**src/rtl/m_proc_mc_if.sv**
```systemverilog
`default_nettype none
// ==== m_proc_mc_if : retire/writeback observation bundle of m_proc_mc | rev 1.0 ====
interface m_proc_mc_if;
  logic [31:0] w_pc;
  logic        w_retire;
  logic        w_we;
  logic [4:0]  w_wa;
  logic [31:0] w_rt;
  logic        w_halt;

  modport master (output w_pc, w_retire, w_we, w_wa, w_rt, w_halt);
  modport slave  (input  w_pc, w_retire, w_we, w_wa, w_rt, w_halt);
endinterface
`default_nettype wire

```
**src/rtl/m_proc_mc.sv**
```systemverilog
`default_nettype none
// ==== m_proc_mc : multi-cycle RV32I-subset core (IF/ID/EX/MEM/WB/HALT) | rev 1.0 ====
module m_proc_mc #(
  parameter int          IMEM_DEPTH = 64,
  parameter int          DMEM_DEPTH = 64,
  parameter logic [31:0] RESET_PC   = 32'h0,
  parameter int          HALT_REG   = 30
) (
  input  wire logic   w_clk,
  input  wire logic   w_rst,
  m_proc_mc_if.master bus
);
  localparam int         c_IW      = $clog2(IMEM_DEPTH);
  localparam int         c_DW      = $clog2(DMEM_DEPTH);
  localparam logic [4:0] c_HALT_RA = 5'(HALT_REG);

  localparam logic [6:0] c_OP_R   = 7'b0110011;
  localparam logic [6:0] c_OP_I   = 7'b0010011;
  localparam logic [6:0] c_OP_LUI = 7'b0110111;
  localparam logic [6:0] c_OP_JAL = 7'b1101111;
  localparam logic [6:0] c_OP_LD  = 7'b0000011;
  localparam logic [6:0] c_OP_ST  = 7'b0100011;
  localparam logic [6:0] c_OP_BR  = 7'b1100011;

  typedef enum logic [2:0] {
    S_IF   = 3'd0,
    S_ID   = 3'd1,
    S_EX   = 3'd2,
    S_MEM  = 3'd3,
    S_WB   = 3'd4,
    S_HALT = 3'd5
  } state_t;

  // Program and data storage are preloaded hierarchically; reset leaves them alone.
  logic [31:0] imem [0:IMEM_DEPTH-1];
  logic [31:0] dmem [0:DMEM_DEPTH-1];
  logic [31:0] r_rf [0:31];

  state_t      r_state;
  logic [31:0] r_pc;
  logic [31:0] r_ir;
  logic [31:0] r_a;
  logic [31:0] r_b;
  logic [31:0] r_imm;
  logic [31:0] r_alu;
  logic [31:0] r_npc;
  logic        r_retire;
  logic        r_we;
  logic [4:0]  r_wa;
  logic [31:0] r_rt;
  logic        r_halt;

  logic [6:0]  w_opc;
  logic [4:0]  w_rd;
  logic [2:0]  w_f3;
  logic [4:0]  w_rs1;
  logic [4:0]  w_rs2;
  logic [6:0]  w_f7;
  logic        w_is_add, w_is_sub, w_is_addi, w_is_lui, w_is_jal;
  logic        w_is_lw, w_is_sw, w_is_br;
  logic        w_to_wb, w_to_mem;
  logic [31:0] w_imm;
  logic        w_taken;
  logic [31:0] w_res;
  logic [31:0] w_pc4;
  logic [31:0] w_target;
  logic        w_unused_bits;

  assign w_opc = r_ir[6:0];
  assign w_rd  = r_ir[11:7];
  assign w_f3  = r_ir[14:12];
  assign w_rs1 = r_ir[19:15];
  assign w_rs2 = r_ir[24:20];
  assign w_f7  = r_ir[31:25];

  assign w_is_add  = (w_opc == c_OP_R) && (w_f3 == 3'b000) && (w_f7 == 7'b0000000);
  assign w_is_sub  = (w_opc == c_OP_R) && (w_f3 == 3'b000) && (w_f7 == 7'b0100000);
  assign w_is_addi = (w_opc == c_OP_I) && (w_f3 == 3'b000);
  assign w_is_lui  = (w_opc == c_OP_LUI);
  assign w_is_jal  = (w_opc == c_OP_JAL);
  assign w_is_lw   = (w_opc == c_OP_LD) && (w_f3 == 3'b010);
  assign w_is_sw   = (w_opc == c_OP_ST) && (w_f3 == 3'b010);
  assign w_is_br   = (w_opc == c_OP_BR) &&
                     ((w_f3 == 3'b000) || (w_f3 == 3'b001) ||
                      (w_f3 == 3'b100) || (w_f3 == 3'b101));
  assign w_to_wb   = w_is_add | w_is_sub | w_is_addi | w_is_lui | w_is_jal;
  assign w_to_mem  = w_is_lw | w_is_sw;

  always_comb begin
    w_imm = {{20{r_ir[31]}}, r_ir[31:20]};
    case (w_opc)
      c_OP_ST:  w_imm = {{20{r_ir[31]}}, r_ir[31:25], r_ir[11:7]};
      c_OP_BR:  w_imm = {{19{r_ir[31]}}, r_ir[31], r_ir[7], r_ir[30:25], r_ir[11:8], 1'b0};
      c_OP_LUI: w_imm = {r_ir[31:12], 12'b0};
      c_OP_JAL: w_imm = {{11{r_ir[31]}}, r_ir[31], r_ir[19:12], r_ir[20], r_ir[30:21], 1'b0};
      default:  w_imm = {{20{r_ir[31]}}, r_ir[31:20]};
    endcase
  end

  always_comb begin
    w_taken = 1'b0;
    case (w_f3)
      3'b000:  w_taken = (r_a == r_b);
      3'b001:  w_taken = (r_a != r_b);
      3'b100:  w_taken = ($signed(r_a) <  $signed(r_b));
      3'b101:  w_taken = ($signed(r_a) >= $signed(r_b));
      default: w_taken = 1'b0;
    endcase
  end

  always_comb begin
    w_res = r_a + r_imm;
    if (w_is_add)      w_res = r_a + r_b;
    else if (w_is_sub) w_res = r_a - r_b;
    else if (w_is_lui) w_res = r_imm;
    else if (w_is_jal) w_res = w_pc4;
  end

  assign w_pc4    = r_pc + 32'd4;
  assign w_target = (r_pc + r_imm) & ~32'd1;

  always_ff @(posedge w_clk or posedge w_rst) begin
    if (w_rst) begin
      r_state  <= S_IF;
      r_pc     <= RESET_PC;
      r_ir     <= '0;
      r_a      <= '0;
      r_b      <= '0;
      r_imm    <= '0;
      r_alu    <= '0;
      r_npc    <= '0;
      r_retire <= 1'b0;
      r_we     <= 1'b0;
      r_wa     <= '0;
      r_rt     <= '0;
      r_halt   <= 1'b0;
      for (int i = 0; i < 32; i++) r_rf[i] <= '0;
    end else begin
      r_retire <= 1'b0;
      r_we     <= 1'b0;
      case (r_state)
        S_IF: begin
          r_ir    <= imem[r_pc[c_IW+1:2]];
          r_state <= S_ID;
        end
        S_ID: begin
          r_a      <= r_rf[w_rs1];
          r_b      <= r_rf[w_rs2];
          r_imm    <= w_imm;
          r_state  <= S_EX;
          // Branches and unsupported words finish in EX, so their retire pulse starts now.
          r_retire <= !(w_to_wb || w_to_mem);
        end
        S_EX: begin
          if (w_to_mem) begin
            r_alu    <= r_a + r_imm;
            r_retire <= w_is_sw;
            r_state  <= S_MEM;
          end else if (w_to_wb) begin
            r_alu    <= w_res;
            r_rt     <= w_res;
            r_we     <= 1'b1;
            r_wa     <= w_rd;
            r_retire <= 1'b1;
            r_npc    <= w_is_jal ? w_target : w_pc4;
            r_state  <= S_WB;
          end else begin
            r_pc    <= (w_is_br && w_taken) ? w_target : w_pc4;
            r_state <= S_IF;
          end
        end
        S_MEM: begin
          if (w_is_lw) begin
            r_rt     <= dmem[r_alu[c_DW+1:2]];
            r_we     <= 1'b1;
            r_wa     <= w_rd;
            r_retire <= 1'b1;
            r_npc    <= w_pc4;
            r_state  <= S_WB;
          end else begin
            r_pc    <= w_pc4;
            r_state <= S_IF;
          end
        end
        S_WB: begin
          if (r_wa != 5'd0) r_rf[r_wa] <= r_rt;
          // A halting writeback leaves the PC on the halting instruction.
          if (r_wa == c_HALT_RA) begin
            r_halt  <= 1'b1;
            r_state <= S_HALT;
          end else begin
            r_pc    <= r_npc;
            r_state <= S_IF;
          end
        end
        S_HALT: begin
          r_state <= S_HALT;
        end
        default: r_state <= S_IF;
      endcase
    end
  end

  // Reset forces the FSM out of MEM asynchronously, so an aborted store never lands.
  always_ff @(posedge w_clk) begin
    if (r_state == S_MEM && w_is_sw) dmem[r_alu[c_DW+1:2]] <= r_b;
  end

  assign w_unused_bits = &{1'b0, r_pc[1:0], r_pc[31:c_IW+2], r_alu[1:0], r_alu[31:c_DW+2]};

  assign bus.w_pc     = r_pc;
  assign bus.w_retire = r_retire;
  assign bus.w_we     = r_we;
  assign bus.w_wa     = r_wa;
  assign bus.w_rt     = r_rt;
  assign bus.w_halt   = r_halt;
endmodule
`default_nettype wire

```
**src/flat_wrapper.sv**
```systemverilog
// flat-port wrapper written by rule: the top's interface ports become plain ports
module m_proc_mc_flat 
#(
  parameter int          IMEM_DEPTH = 64,
  parameter int          DMEM_DEPTH = 64,
  parameter logic [31:0] RESET_PC   = 32'h0,
  parameter int          HALT_REG   = 30
)
  (w_clk, w_rst, bus_w_pc, bus_w_retire, bus_w_we, bus_w_wa, bus_w_rt, bus_w_halt);
  m_proc_mc_if bus_i ();
  input  wire logic w_clk;
  input  wire logic w_rst;
  output wire logic [$bits(bus_i.w_pc)-1:0] bus_w_pc;
  output wire logic [$bits(bus_i.w_retire)-1:0] bus_w_retire;
  output wire logic [$bits(bus_i.w_we)-1:0] bus_w_we;
  output wire logic [$bits(bus_i.w_wa)-1:0] bus_w_wa;
  output wire logic [$bits(bus_i.w_rt)-1:0] bus_w_rt;
  output wire logic [$bits(bus_i.w_halt)-1:0] bus_w_halt;
  assign bus_w_pc = bus_i.w_pc;
  assign bus_w_retire = bus_i.w_retire;
  assign bus_w_we = bus_i.w_we;
  assign bus_w_wa = bus_i.w_wa;
  assign bus_w_rt = bus_i.w_rt;
  assign bus_w_halt = bus_i.w_halt;
  m_proc_mc #(.IMEM_DEPTH(IMEM_DEPTH), .DMEM_DEPTH(DMEM_DEPTH), .RESET_PC(RESET_PC), .HALT_REG(HALT_REG)) u_core (.w_clk(w_clk), .w_rst(w_rst), .bus(bus_i));
endmodule
```
**config.mk**
```make
export PLATFORM = sky130hd
export DESIGN_NAME = m_proc_mc_flat
export DESIGN_NICKNAME = d
export VERILOG_FILES = /design/src/rtl/m_proc_mc_if.sv /design/src/rtl/m_proc_mc.sv /design/src/flat_wrapper.sv
export SDC_FILE = /design/constraint.sdc
export NUM_CORES = 1
export LEC_CHECK = 0
export ABC_AREA = 1
export CORE_UTILIZATION = 42
export DETAILED_ROUTE_END_ITERATION = 6
export DONT_BUFFER_PORTS = 1
export GPL_TIMING_DRIVEN = 0
export SYNTH_ARGS = -nofsm -noshare
export SYNTH_HDL_FRONTEND = slang
export SYNTH_SLANG_ARGS = --single-unit
```
**constraint.sdc**
```tcl
create_clock -name w_clk -period 1.4 [get_ports w_clk]
set_clock_uncertainty 0.05 [all_clocks]
set_input_delay 0.42 -clock w_clk [delete_from_list [all_inputs] [get_ports w_clk]]
set_output_delay 0.42 -clock w_clk [all_outputs]
set_load 0.05 [all_outputs]
```
==> flow_metrics.env <==
export IMPL_ant_nets=0
export IMPL_yosys_area_top_type_share_pct=35.1
export IMPL_grt_overflow=0
export IMPL_grt_pass1_wl_mm=9.13
export IMPL_synth_top_family_by_area="simple AND/OR/NAND/NOR gates"
export IMPL_p_per_area_nw_per_um2=648
export IMPL_antenna_cells=0
export IMPL_dr_pass1_iters=4
export IMPL_drv_cap=0
export IMPL_async_reset_ff_share_pct=100
export IMPL_synth_mux_area_share_pct=0
export IMPL_start_util_pct=45.0
export IMPL_cp_top_family="simple AND/OR/NAND/NOR gates"
export IMPL_row_count=26
export IMPL_fin_crit_ns=1.67
export IMPL_synth_warning_count=0
export IMPL_ys_ff_latch=33
export IMPL_slew_limit_headroom_pct=52.1
export IMPL_nets=413
export IMPL_wl_per_cell_um=12.1
export IMPL_power_leakage_nw=1.60
export IMPL_vias=2171
export IMPL_synth_area_top_cells="dfrtp_1 35%, buf_4 13%, nand2_1 13%"
export IMPL_yosys_area_top_type="dfrtp_1"
export IMPL_synth_edf_count=0
export IMPL_drive_gt1_share_pct=42.6
export IMPL_synth_xor_area_share_pct=0
export IMPL_synth_compound_area_share_pct=5.10
export IMPL_cts_inserted_buffers=5
export IMPL_final_cells=481
export IMPL_crit_path_cell_trace="nor2_4 -> nand2_4 -> nand2_8 -> buf_4 -> nand2_4 -> nor2_4 -> nand2_1 -> nor3b_2"
export IMPL_pre_cts_ws_ns=-0.330
export IMPL_synth_cell_types=27
export IMPL_final_max_slew_viol_count=0
export IMPL_rsz0062_at_grt="true"
export IMPL_grt_use_total_pct=19.6
export IMPL_antenna_found_initial=0
export IMPL_ff_latch_area_um2=893
export IMPL_multi_input_area_um2=1460
export IMPL_clock_fmax_mhz=600
export IMPL_synth_fa_ha_area_share_pct=0.531
export IMPL_r2r_slack_ns=-0.27
export IMPL_core_area_um2=5240
export IMPL_hpwl_mm=4.17
export IMPL_worst_pin_slew_ns=0.716
export IMPL_hold_violations=0
export IMPL_area_growth_pct=37.8
export IMPL_htreeDepth=2
export IMPL_setup_violations_final=29
export IMPL_cts_max_path_buffers=2
export IMPL_start_kind="flop"
export IMPL_worst_ep_required_time_ns=1.52
export IMPL_grt_pass1_vias=1827
export IMPL_clock_latency_ns=0.28
export IMPL_hold_path_class="in -> async"
export IMPL_die_area_um2=5910
export IMPL_critPathMaxFanout=6
export IMPL_setup_worst_path_end_class="flop"
export IMPL_synth_cells=344
export IMPL_synth_common_cells="80 x nand2_1, 69 x nor2_1, 41 x buf_4, 38 x inv_1, 33 x dfrtp_1"
export IMPL_gp_congestion=0.880
export IMPL_synth_top_flop_cell="dfrtp_1"
export IMPL_dieWidth_um=76.9
export IMPL_syn_cell_area_um2=2360
export IMPL_min_period_over_period_pct=119
export IMPL_irDropWorstVdd_uv=490
export IMPL_cts_clk_slew_worst_paths_ns=0.07
export IMPL_cpPeakStageDelay_ns=0.59
export IMPL_placed_cell_area_um2=2690
export IMPL_syn_area_per_cell_um2=6.85
export IMPL_fill_cells=490
export IMPL_dpl_cell_count=454
export IMPL_synth_most_common_cell="nand2_1"
export IMPL_cts_tree="built"
export IMPL_drt_iter0_markers=120
export IMPL_die_h_um=76.9
export IMPL_setup_ws_ns=-0.268
export IMPL_violations="negative setup slack"
export IMPL_synthSimpleGateAreaFrac_pct=38.7
export IMPL_design_area_um2=3250
export IMPL_grt_max_degree=34
export IMPL_drcViolationCount=0
export IMPL_avgViaCountPerCell=4.51
export IMPL_synth_seq_area_share_pct=35.1
export IMPL_status="finished, violations left"
export IMPL_slowest_stage="dfrtp_4"
export IMPL_drt_total_wl_mm=5.84
export IMPL_critPathKind="reg -> reg"
export IMPL_ios=74
export IMPL_hold_buffers=0
export IMPL_critPathBufInv=1
export IMPL_p_total_mw=2.10
export IMPL_ctsRootBufferMaster="clkbuf_8"
export IMPL_io_buffers=0
export IMPL_cts_sink_count=33
export IMPL_worstPathArrival_ns=1.79
-- repair_timing --
action,4_1_cts,5_1_grt
hold endpoints to repair,0,0
setup endpoints to repair,38,29
gates cloned,0,1
setup buffers,9,9
resized for setup,23,72
pin swaps,8,17
-- metal layers --
layer | track usage (%) | up-vias | wire (um)
met5 | 0 | - | 0
met4 | 4.62 | 0 | 61
met3 | 5.24 | 7 | 391
met2 | 29.8 | 66 | 2620
met1 | 27.4 | 967 | 2770
li1 | - | 1131 | -
-- flip-flops by register name (all words and copies together), names as in the netlist --
name / cells
u_core.bus.w_pc: 30
u_core.r_state: 3
-- worst reg2reg max path: stages (launching register included) --
cell and delay (ns):
dfrtp_4 0.59, nor2_4 0.15, nand2_4 0.09, nand2_8 0.11, buf_4 0.13, nand2_4 0.06, nor2_4 0.18, nand2_1 0.06
nor3b_2 0.15
-- worst paths after layout --
| check | start | to | depth (start not counted) |
|---|---|---|---|
| max | u_core.r_state[1] | u_core.bus.w_pc[15] | 8 |
| min | w_rst | u_core.r_state[0] | 1 |
| max reg2reg | u_core.r_state[1] | u_core.bus.w_pc[15] | 8 |
| min reg2reg | u_core.r_state[2] | u_core.r_state[1] | 1 |
| max in group asynchronous | w_rst | u_core.bus.w_pc[12] | 1 |
| min in group w_clk | u_core.r_state[2] | u_core.r_state[1] | 1 |
-- kinds of logic (layout without fill, tap and decap cells) --
group / Yosys count / count (layout)
AND/OR/NAND/NOR: 202 / 202
buffers and inverters: 84 / 111
flip-flops: 33 / 33
AO/OA/AOI/OAI: 23 / 23
adder cells (fa/ha/maj): 1 / 1
other: 1 / 41
-- metrics by stage --
step | hold slack (ns) | util (%) | setup TNS [ns]
floorplan | 0.443 | - | -1.44
global placement | 0.460 | 51.3 | -14.98
detailed placement | 0.482 | 51.3 | -15.63
CTS | 0.0876 | 55.9 | -5.16
global route | 0.123 | 62.0 | -7.71
finish | 0.0635 | 62.0 | -4.95
-- power by group --
part	switching [mW]	internal (mW)	total, mW	leakage (nW)
Sequential	0	0.952	0.952	0.396
Clock	0.356	0.445	0.800	0.0542
Combinational	0.270	0.0792	0.350	1.15
Total	0.626	1.48	2.10	1.60
-- final cells by class --
type                            instances  share of cell area (%)
Multi-Input combinational cell        267                    44.9
Inverter                               40                    5.20
Tap cell                               70                    2.70
Buffer                                 44                    10.7
Clock buffer                            7                    2.97
Timing Repair Buffer                   19                    5.86
Sequential cell                        33                    27.5
Clock inverter                          1                   0.154
-- cells in the final DEF (no fill, tap or decap), types with 2 or more instances in the layout --
cell	count
nand2_2	13
nand3_1	13
buf_6	6
nand3b_1	2
nand4_1	10
a21oi_2	2
o21ai_2	5
conb_1	41
nand2_4	9
nor2_1	53
clkbuf_8	7
buf_4	52
nor3_1	2
dfrtp_2	21
buf_8	2
nand3_2	5
nor2_4	15
nand2_1	62
o21ai_0	2
inv_1	35
nor2_2	12
nor3_2	3
dfrtp_4	11
a21oi_1	11
Note: power is estimated with default switching activity, not from simulation.
